--- src/rtl/key_debounce.sv ---
// Push-button conditioner: two-flop synchronizer plus a debounce FSM that
// produces a clean active-low level, press/release strobes and a press-toggled mode bit.
module key_debounce #(
    parameter int unsigned DEBOUNCE_CYCLES = 1000000
) (
    input  logic CLOCK_50,
    input  logic RESET,
    input  logic KEY,
    output logic KEY_DB,
    output logic PRESS,
    output logic RELEASE,
    output logic TOGGLE
);

    localparam int unsigned CW = $clog2(DEBOUNCE_CYCLES + 1);
    localparam logic [CW-1:0] LAST = CW'(DEBOUNCE_CYCLES - 1);
    localparam logic [CW-1:0] ONE  = CW'(1);

    typedef enum logic [1:0] {
        RELEASED,
        ARM_PRESS,
        PRESSED,
        ARM_RELEASE
    } state_t;

    state_t        state;
    logic [CW-1:0] count;
    logic          s1;
    logic          s2;

    always_ff @(posedge CLOCK_50) begin
        if (RESET) begin
            s1      <= 1'b1;
            s2      <= 1'b1;
            state   <= RELEASED;
            count   <= '0;
            KEY_DB  <= 1'b1;
            PRESS   <= 1'b0;
            RELEASE <= 1'b0;
            TOGGLE  <= 1'b0;
        end else begin
            s1      <= KEY;
            s2      <= s1;
            PRESS   <= 1'b0;
            RELEASE <= 1'b0;

            unique case (state)
                RELEASED: begin
                    if (!s2) begin
                        count <= ONE;
                        state <= ARM_PRESS;
                    end else begin
                        count <= '0;
                    end
                end
                // A single opposite sample drops back to the settled state,
                // so acceptance always needs an unbroken run of new samples.
                ARM_PRESS: begin
                    if (s2) begin
                        count <= '0;
                        state <= RELEASED;
                    end else if (count == LAST) begin
                        count  <= '0;
                        state  <= PRESSED;
                        KEY_DB <= 1'b0;
                        PRESS  <= 1'b1;
                        TOGGLE <= ~TOGGLE;
                    end else begin
                        count <= count + ONE;
                    end
                end
                PRESSED: begin
                    if (s2) begin
                        count <= ONE;
                        state <= ARM_RELEASE;
                    end else begin
                        count <= '0;
                    end
                end
                ARM_RELEASE: begin
                    if (!s2) begin
                        count <= '0;
                        state <= PRESSED;
                    end else if (count == LAST) begin
                        count   <= '0;
                        state   <= RELEASED;
                        KEY_DB  <= 1'b1;
                        RELEASE <= 1'b1;
                    end else begin
                        count <= count + ONE;
                    end
                end
                default: begin
                    count <= '0;
                    state <= RELEASED;
                end
            endcase
        end
    end

endmodule

--- config.mk ---
export PLATFORM = sky130hd
export DESIGN_NAME = key_debounce
export DESIGN_NICKNAME = d
export VERILOG_FILES = /design/src/rtl/key_debounce.sv
export SDC_FILE = /design/constraint.sdc
export NUM_CORES = 1
export LEC_CHECK = 0
export BUFFER_PORTS_ARGS = -buffer_cell sky130_fd_sc_hd__buf_2
export CORE_AREA = 3 3 53 51
export DETAILED_ROUTE_END_ITERATION = 7
export DIE_AREA = 0 0 56 54
export GPL_ROUTABILITY_DRIVEN = 0
export PLACE_DENSITY = 0.78
export SETUP_SLACK_MARGIN = 0.3
export SLEW_MARGIN = 30
export SYNTH_ARGS = -nofsm -noshare
export SYNTH_HDL_FRONTEND = slang
export SYNTH_SLANG_ARGS = --single-unit
--- constraint.sdc ---
create_clock -name CLOCK_50 -period 2 [get_ports CLOCK_50]
set_input_delay 0.2 -clock CLOCK_50 [delete_from_list [all_inputs] [get_ports CLOCK_50]]
set_output_delay 0.2 -clock CLOCK_50 [all_outputs]
set_load 0.05 [all_outputs]
* Yosys cells after proc, flatten, opt, wreduce, memory -nomap -nowiden
Index checks and enable logic that the tools add are counted.
Widths: inputs -> output; s select.
** Word-level totals
- Register bits :: 28
- Latch bits :: 0
- RAM bits :: 0
- Memory bits (read-only) :: 0
- Input port bits :: 3
- Output and inout port bits :: 4
- Memories :: 0
** Cells by class
- $add $sub $neg :: 1
- $mul :: 0
- Div/mod/pow operators :: 0
- Magnitude comparators :: 0
- Eq/ne operators :: 12
- Shift operators :: 0
- Multiplexer cells :: 19
- Bitwise gates (word level) :: 4
- Reduce and logical (&&, ||, !) cells :: 7
** Operators with widths (count)
- $pmux 20 s4 :: 1
- $mux 20 :: 3
- $add 20x1->20 const B :: 1
- $eq 20x20->1 const B :: 1
- $mux 2 :: 6
- $ne 2x2->1 const B :: 6
- $pmux 2 s4 :: 1
- $mux 1 :: 7
- $ne 3x3->1 const B :: 2
- $reduce_or 3->1 :: 2
- $reduce_and 5->1 :: 1
- $eq 2x2->1 const B :: 2
- $not 1->1 :: 4
- $reduce_and 4->1 :: 1
- $reduce_and 3->1 :: 1
- $eq 2x1->1 const B :: 1
- $logic_not 2->1 :: 1
- $pmux 1 s2 :: 1
- $reduce_bool 2->1 :: 1

* Logic depth before layout (Yosys ltp)
Gate-level depths: netlist of the first run.
- Depth in word-level cells :: 4
- Gate-level depth with buffers :: 7

* Least setup slack after synthesis of the first run
No wires, ideal clock.
- Path type :: reg-to-reg
- Start :: register count[0]
- End :: register count[7]
- Arrival time :: 1.545 ns
- Data required time :: 1.885 ns
- Slack :: 0.340 ns
- Stages on the path, launching flop included :: 8
- Path buffers :: 2
- Clock period less this slack :: 1.660 ns
- Cell sequence :: dfxtp_1 -> ha_1 -> and4_1 -> buf_2 -> nand2_1 -> o211ai_2 -> buf_4 -> nor2_1
** Between the ends
- Longest elaborated chain between the ends :: 4
- Elaborated cells on any way between the ends :: 6
- Those cells by class :: 1 x add/sub; 1 x eq/ne; 4 x mux
** RTL lines
- start, declared :: line 27 : logic [CW-1:0] count;
- start signal, assigned :: line 69 : count <= count + ONE;
- start signal, assigned :: line 90 : count <= count + ONE;
- $add 20x1->20 / $eq 20x20->1 (equally long branches)
- $mux 20 (*) :: line 62, 84
- $mux 20, on equally long branches :: line 81, 59
- $pmux 20 s4 (*) :: line 47 : unique case (state)
Every way passes the cells marked *; elsewhere a longest branch is shown, timed or not.
A chain may end at the register's enable or synchronous reset.

* Final worst setup path of the first run
- Start :: register count[0]
- End :: register TOGGLE
** Between the ends
- Longest elaborated chain between the ends :: 2
** RTL lines
- $eq 20x20->1 :: line 62 : end else if (count == LAST) begin
- $reduce_and 3->1 (no line)
- end signal, assigned :: line 67 : TOGGLE <= ~TOGGLE;
- end, declared :: line 12 : output logic TOGGLE
No other way between the ends.

==> impl_metrics.json, run 1 <==
{
  "rsz0062_at_grt": "true",
  "fin_skew_ps": 3.12,
  "antenna_cells": 0,
  "period_needed_ps": 1650,
  "cap_violations": 0,
  "p_switching_mw": 0.156,
  "leakagePower_nw": 0.446,
  "syn_area_um2": 1250,
  "clockBufferDepth": 2,
  "final_core_utilization_pct": 62.8,
  "overflow": 0,
  "cts_made_buffers": 3,
  "fin_crit_sh_pct": 82.3,
  "drtIter0Drc": 17,
  "p_int_mw": 0.636,
  "routed_wirelength_um": 2510,
  "ant_nets": 0,
  "critPathCaptureType": "flip-flop",
  "setup_ws_ps": 354,
  "synth_flop_cell": "dfxtp_1",
  "totalNegativeSetupSlack_ps": 0,
  "critPathLaunchType": "flip-flop",
  "drc_errors": 0,
  "cts_tree": "built",
  "power_density_nw_per_um2": 583,
  "drt-vias-per-instance": 5.92,
  "dr_total_vias": 1000,
  "fin_cells": 169,
  "grt_first_pass_wirelength_um": 4310,
  "critPathKind": "flip-flop to flip-flop",
  "post_dp_cell_area_um2": 1300,
  "yosysTopAreaCellShare_pct": 44.8,
  "chipHeight_um": 54,
  "clkPwrFrac_pct": 27.6,
  "hold_violations": 0,
  "first_global_vias": 979,
  "root_buffer": "clkbuf_4",
  "synth_edf_count": 0,
  "dieArea_um2": 3020,
  "pwr-share-comb_pct": 1.3,
  "synth_most_common_cell": "dfxtp_1",
  "yosysWarnings": 0,
  "ys_ff_latch": 28,
  "ctsHoldBuffers": 0,
  "yosysSeqAreaShare_pct": 44.8,
  "clock_latency_ps": 320,
  "cts.clk_slew.worst_paths_ps": 130,
  "crit_family": "simple AND/OR/NAND/NOR gates",
  "p_sw_share_pct": 19.7,
  "grt_max_degree": 20,
  "max_slew.worst_pin.slew_ps": 290,
  "fin_nets": 148,
  "syn_inst": 135,
  "cp.arrival_ps": 1910,
  "path_max_fanout": 8,
  "netlist_top_cells_area": "dfxtp_1 45%, xor2_1 5.6%, a21oi_1 4.8%",
  "cpPeakStageDelay_ps": 420,
  "ir_drop_uv": 556,
  "area_delta_synth_final_pct": 8.60,
  "whs_ps": 53.0,
  "wl_per_cell_um": 14.8,
  "slew_headroom_pct": 80.5,
  "synth_cell_type_count": 32,
  "setup_viol": 0,
  "syn_nets": 139,
  "rows": 16,
  "crit_path_cell_trace": "ha_2, and4_4, nand3_2, or4_1, a21oi_1",
  "worstPathRequired_ps": 2260,
  "ys_top_cells_by_count": "28 x dfxtp_1, 15 x nor2_1, 12 x a21oi_1",
  "avgSynthCellArea_um2": 9.27,
  "status": "finished, final reports clean",
  "synth-async-reset-ratio_pct": 0,
  "ios": 7,
  "min_path_type": "primary input to flip-flop",
  "track_usage_pct": 18.4,
  "placed_cells": 165,
  "drive_gt1_share_pct": 21.8,
  "cts_sinks": 28,
  "pre_cts_slack_ps": 200,
  "antenna_found_initial": 0,
  "final_area_um2": 1360,
  "htree_levels": 1,
  "drv_slew": 0,
  "slowest_stage": "or4_1",
  "power_frac_seq_pct": 71.1,
  "die_w_um": 56,
  "portBuffers": 6,
  "yosys.area.top_type": "dfxtp_1",
  "dp_hpwl_um": 1720,
  "core_um2": 2160,
  "power.total_mw": 0.792,
  "initial_core_util_pct": 57.9,
  "drtPass1Iterations": 4,
  "crit_buf_inv": 0,
  "max_freq_mhz": 607
}
state kept, by name, summed over array words and instances, names as in the netlist, named ones only:
register and count:
KEY_DB 1, PRESS 1, RELEASE 1, TOGGLE 1
count 20, s1 1, s2 1, state 1
layer usage:
metal | part of all wire (%) | wire [um] | vias to the layer above | track usage [%]
met3 | 3.4 | 84 | 4 | 6.24
met2 | 50 | 1240 | 9 | 29.8
met1 | 46 | 1160 | 481 | 23.2
li1 | - | - | 506 | -
met4 | 0.84 | 21 | 0 | 6.32
met5 | 0 | 0 | - | 0
what timing repair did:
action / CTS / global route
buffers inserted: 0 / 1
pin swaps: 0 / 1
resized for setup: 4 / 10
setup endpoints to repair: 23 / 22
placed cells by master, fill, tap and decap left out, drive strengths merged:
cell type,count
dfxtp,28
and4b,2
o21bai,1
o211ai,1
a21o,1
or2,4
nor2,15
ha,1
or3,4
nand3,7
nor3,2
buf,9
xor2,8
xnor2,3
and4,5
clkbuf,3
nor4,2
o31ai,6
nand4,6
or4,5
o21ai,4
inv,2
nor3b,1
o21ba,1
nand2,8
a21oi,12
and3,1
worst paths after layout:
check             slack [ps]     start  depth (start not counted)      to
setup / recovery         350  count[0]                          5  TOGGLE
hold / removal            50       KEY                          2      s1
setup reg to reg         350  count[0]                          5  TOGGLE
hold reg to reg          430        s1                          1      s2
power groups by stage:
stage | combinational (mW) | sequential (mW) | clock (mW)
after floorplan | 0.00628 | 0.575 | 0
after global placement | 0.00984 | 0.575 | 0
after detailed placement | 0.0104 | 0.575 | 0
after CTS | 0.0104 | 0.563 | 0.229
after global routing | 0.0118 | 0.564 | 0.256
final | 0.0106 | 0.563 | 0.218
kinds of logic (layout without fill, tap and decap cells):
kind of cell,count (synthesis),in the layout,synth area share (%)
simple gates,62,62,30.7
flops,28,28,44.8
compound gates,26,26,13.0
xor+xnor,11,11,7.70
buf+inv,7,14,2.80
fa+ha+maj,1,1,1.00
final cells by class:
| class | count | area (um2) |
|---|---|---|
| multi-input cells | 100 | 672 |
| flip-flops and latches | 28 | 567 |
| well taps | 27 | 33.8 |
| inverters | 2 | 7.51 |
| repair buffers | 9 | 56.3 |
| fillers | 191 | 803 |
| clock buffers | 3 | 22.5 |
Note: power is estimated with default switching activity, not from simulation.
==> run 2: changes to the inputs <==
clock period = 1.7 ns   (was 2 ns; I/O delays follow)
==> run 2 against run 1 <==
Cell area rose by 11%. Sequential cell count did not move. Critical path depth fell by 1. Largest cell class unchanged. Critical path type unchanged. First-iteration DRC count fell by 41%.
==> impl_metrics.json, run 2 (synthesis results as in run 1) <==
{
  "leakagePower_nw": 0.494,
  "slew_headroom_pct": 79.9,
  "antenna_found_initial": 0,
  "dieArea_um2": 3020,
  "cpPeakStageDelay_ps": 510,
  "cts_tree": "built",
  "portBuffers": 6,
  "htree_levels": 1,
  "status": "finished, final reports clean",
  "drc_errors": 0,
  "cts_made_buffers": 3,
  "min_path_type": "primary input to flip-flop",
  "grt_max_degree": 20,
  "overflow": 0,
  "max_slew.worst_pin.slew_ps": 300,
  "critPathCaptureType": "flip-flop",
  "period_needed_ps": 1520,
  "hold_violations": 0,
  "power_density_nw_per_um2": 731,
  "most-common-layout-cells": "15 x dfxtp_1, 15 x nor2_1, 11 x a21oi_1, 8 x xor2_1, 8 x dfxtp_2",
  "path_max_fanout": 10,
  "initial_core_util_pct": 57.9,
  "r2r-start": "count[8]",
  "core_um2": 2160,
  "whs_path_depth": 2,
  "max_freq_mhz": 658,
  "cts.clk_slew.worst_paths_ps": 140,
  "rsz0062_at_grt": "true",
  "cts_sinks": 28,
  "clockBufferDepth": 2,
  "area_delta_synth_final_pct": 20.5,
  "crit_buf_inv": 0,
  "routed_wirelength_um": 2460,
  "fin_skew_ps": 6.83,
  "min_to": "TOGGLE",
  "slowest_stage": "or4_1",
  "drv_slew": 0,
  "drtIter0Drc": 10,
  "die_w_um": 56,
  "setup_viol": 0,
  "power.total_mw": 1.10,
  "ir_drop_uv": 661,
  "fin_crit_sh_pct": 89.4,
  "clock_latency_ps": 330,
  "dp_hpwl_um": 1680,
  "crit_family": "simple AND/OR/NAND/NOR gates",
  "r2r_cells": 4,
  "final_area_um2": 1510,
  "top_register": "count",
  "cap_violations": 0,
  "largest_reg_flops": 20,
  "crit_path_cell_trace": "and4_2, nand2_4, or4_1, a21oi_1",
  "rows": 16,
  "totalNegativeSetupSlack_ps": 0,
  "post_dp_cell_area_um2": 1380,
  "wl_per_cell_um": 14.0,
  "dr_total_vias": 1021,
  "reg2reg_slack_ps": 180,
  "grt_first_pass_wirelength_um": 4260,
  "first_global_vias": 982,
  "ios": 7,
  "drive_gt1_share_pct": 32.9,
  "cp.arrival_ps": 1800,
  "drtPass1Iterations": 4,
  "ant_nets": 0,
  "track_usage_pct": 18.3,
  "critPathKind": "flip-flop to flip-flop",
  "r2r-end": "count[15]",
  "drt-vias-per-instance": 5.80,
  "antenna_cells": 0,
  "root_buffer": "clkbuf_4",
  "hp-start": "RESET",
  "chipHeight_um": 54,
  "worstPathRequired_ps": 1980,
  "final_core_utilization_pct": 69.7,
  "critPathLaunchType": "flip-flop",
  "fin_nets": 154
}
==> run 2: cell type report <==
cell class / instances / area, um2
clock buffers: 3 / 22.5
clock inverters: 1 / 30.0
fillers: 166 / 654
inverters: 2 / 7.51
multi-input cells: 100 / 712
flip-flops and latches: 28 / 589
well taps: 27 / 33.8
repair buffers: 15 / 113
==> run 2: per-layer routing <==
metal | vias up | GRT usage, % | routed length [um] | part of all wire [%]
met3 | 4 | 5.28 | 77 | 3.1
met1 | 481 | 22.7 | 1270 | 52
met5 | - | 0 | 0 | 0
met2 | 13 | 30.0 | 1090 | 44
li1 | 523 | - | - | -
met4 | 0 | 7.91 | 26 | 1.1
==> run 2: repair_timing <==
action | in CTS | in global routing
buffers inserted | 3 | 0
pin swaps | 2 | 1
resized for setup | 14 | 5
hold buffers | 1 | 0
endpoints found under the setup margin | 23 | 25
hold endpoints to repair | 1 | 0
==> run 2: through the flow <==
step	hold WS, ps	setup slack [ps]	std cells
final	73.9	180	176
after global routing	68.4	97.2	176
after detailed placement	360	64.7	168
after CTS	71.6	167	176
after floorplan	239	201	135
after global placement	356	98.5	168
==> run 2: worst max-delay path by stage <==
| stage | startpoint | end | slack, ps | cells past startpoint |
|---|---|---|---|---|
| after CTS | count[12] | flip-flop | 170 | 5 |
| after detailed placement | count[9] | TOGGLE | 60 | 4 |
| after global placement | count[3] | count[19] | 100 | 4 |
| after global routing | count[12] | flip-flop | 100 | 5 |
| after floorplan | count[12] | TOGGLE | 200 | 4 |
| final | count[8] | count[15] | 180 | 4 |
==> run 2: power breakdown <==
part	internal, mW	switching [mW]	total, mW
Combinational	0.00776	0.00809	0.0158
Clock	0.239	0.192	0.430
Sequential	0.652	0.00337	0.655
Total	0.898	0.203	1.10
==> run 2: worst reg2reg max path, cell delays in order (launching register included) <==
cell     delay, ps
dfxtp_1        410
and4_2         300
nand2_4         90
or4_1          510
a21oi_1        150
==> run 3: changes to the inputs <==
--- a/config.mk
+++ b/config.mk
@@ -12,4 +12,5 @@
 export GPL_ROUTABILITY_DRIVEN = 0
 export PLACE_DENSITY = 0.78
+export REMOVE_ABC_BUFFERS = 1
 export SETUP_SLACK_MARGIN = 0.3
 export SLEW_MARGIN = 30
==> constraint.sdc (replaced) <==
create_clock -name CLOCK_50 -period 1.7 [get_ports CLOCK_50]
set_input_delay 0.085 -clock CLOCK_50 [delete_from_list [all_inputs] [get_ports CLOCK_50]]
set_output_delay 0.085 -clock CLOCK_50 [all_outputs]
set_load 0.05 [all_outputs]
==> run 3 against run 2 <==
Clock skew rose by 0.75 ps. Critical path depth grew 2. Cell area rose by 2.8%. Sequential share of layout area shrank 1.8 points. Combinational power up 27%. Sequential cell count stayed put. Worst hold slack better by 370 ps. Via count grew 9.5%.
==> impl_metrics.json, run 3 (synthesis results as in run 1) <==
{
  "drive_gt1_share_pct": 35.3,
  "drt-vias-per-instance": 6.11,
  "chipHeight_um": 54,
  "root_buffer": "clkbuf_4",
  "overflow": 0,
  "slowest_stage": "dfxtp_4",
  "cp.arrival_ps": 1870,
  "dieArea_um2": 3020,
  "crit_path_cell_trace": "nor4_4, buf_4, buf_4, nand4_2, o21ai_0, a21oi_1",
  "antenna_cells": 0,
  "ios": 7,
  "placed_cells": 170,
  "cpPeakStageDelay_ps": 400,
  "fillers": 159,
  "largest_reg_flops": 20,
  "seq_area_um2": 578,
  "htree_levels": 1,
  "track_usage_pct": 20.8,
  "initial_core_util_pct": 57.9,
  "min_path_type": "flip-flop to flip-flop",
  "rsz0062_at_grt": "true",
  "cts_made_buffers": 3,
  "cts.clk_slew.worst_paths_ps": 150,
  "routed_wirelength_um": 3000,
  "power_density_nw_per_um2": 651,
  "multi_input_area_um2": 734,
  "drtPass1Iterations": 4,
  "cts_sinks": 28,
  "fin_cells": 183,
  "path_common_cell": "buf_4",
  "die_w_um": 56,
  "wl_per_cell_um": 16.4,
  "dr_total_vias": 1118,
  "drv_slew": 0,
  "area_delta_synth_final_pct": 23.9,
  "cts_tree": "built",
  "top_register": "count",
  "slew_headroom_pct": 77.8,
  "antenna_found_initial": 0,
  "critPathLaunchType": "flip-flop",
  "clockBufferDepth": 2,
  "rows": 16,
  "status": "finished, final reports clean",
  "grt_first_pass_wirelength_um": 4810,
  "hold_violations": 0,
  "worstPathRequired_ps": 1930,
  "ir_drop_uv": 795,
  "critPathCaptureType": "flip-flop",
  "critPathKind": "flip-flop to flip-flop",
  "fin_skew_ps": 7.58,
  "period_needed_ps": 1640,
  "layout_commonest_cell": "dfxtp_1",
  "drtIter0Drc": 34,
  "cap_violations": 0,
  "max_slew.worst_pin.slew_ps": 332,
  "fin_nets": 161,
  "first_global_vias": 1047,
  "most-common-layout-cells": "18 x dfxtp_1, 14 x nor2_1, 12 x buf_4, 11 x a21oi_1",
  "setup_viol": 0,
  "leakagePower_nw": 0.561,
  "drc_errors": 0,
  "core_um2": 2160,
  "path_max_fanout": 5,
  "clock_latency_ps": 340,
  "max_freq_mhz": 608,
  "fin_crit_sh_pct": 96.8,
  "portBuffers": 6,
  "dp_hpwl_um": 1800,
  "ant_nets": 0,
  "grt_max_degree": 20,
  "whs_ps": 444
}
-- run 3: changes by cell type in the layout (fill, tap and decap cells not counted), sizes merged --
cell	before	now
buf	14	19
bufinv	1	0
clkbuf	3	4
dlygate4sd3	1	2
nand4	6	7
-- run 3: area by class of cell --
class                           instances  share of cell area, %
Tap cell                               27                   2.18
Multi-Input combinational cell        101                   47.4
Timing Repair Buffer                   21                   10.3
Inverter                                2                  0.484
Clock buffer                            4                   2.34
Sequential cell                        28                   37.3
-- run 3: layer usage --
metal	up-vias	share of wire, %	GRT usage [%]
met5	-	0	0
met4	0	2.2	7.51
met3	10	5.1	5.52
met2	35	50	38.5
met1	533	43	23.5
li1	540	-	-
-- run 3: final timing paths --
path / from / to / slack, ps / cells past startpoint
min: s1 / s2 / 440 / 1
min reg2reg: s1 / s2 / 440 / 1
max reg2reg: count[6] / flip-flop / 60 / 6
max: count[6] / flip-flop / 60 / 6
-- run 3: through the flow --
step / utilization, % / area, um2 / TNS [ps] / setup WS [ps] / power [mW]
after global routing: 71.7 / 1550 / -0.313 / -0.313 / 1.04
after floorplan: - / 1220 / 0 / 36.3 / 0.683
after CTS: 70.1 / 1520 / 0 / 141 / 1.02
after global placement: 62.6 / 1350 / 0 / 77.5 / 0.688
final: 71.7 / 1550 / 0 / 55.1 / 1.01
after detailed placement: 62.6 / 1350 / 0 / 48.9 / 0.689
-- run 3: power by group --
part,total [mW],internal [mW],leakage [nW],switching (mW)
Combinational,0.0201,0.00987,0.308,0.0102
Sequential,0.660,0.657,0.232,0.00318
Clock,0.330,0.131,0.0210,0.199
Total,1.01,0.798,0.561,0.212
-- run 3: timing repair --
item,in CTS,in global routing
resized for setup,23,5
setup buffers,4,2
gates cloned,1,0
pin swaps,6,6
hold buffers,2,0
setup endpoints to repair,23,26
hold endpoints to repair,4,0
-- run 3: worst max-delay path: cells and delay by family (launching register included) --
family | cells | cell delay [ps]
compound gates | 2 | 360
buf+inv | 2 | 270
flops | 1 | 400
simple gates | 2 | 500
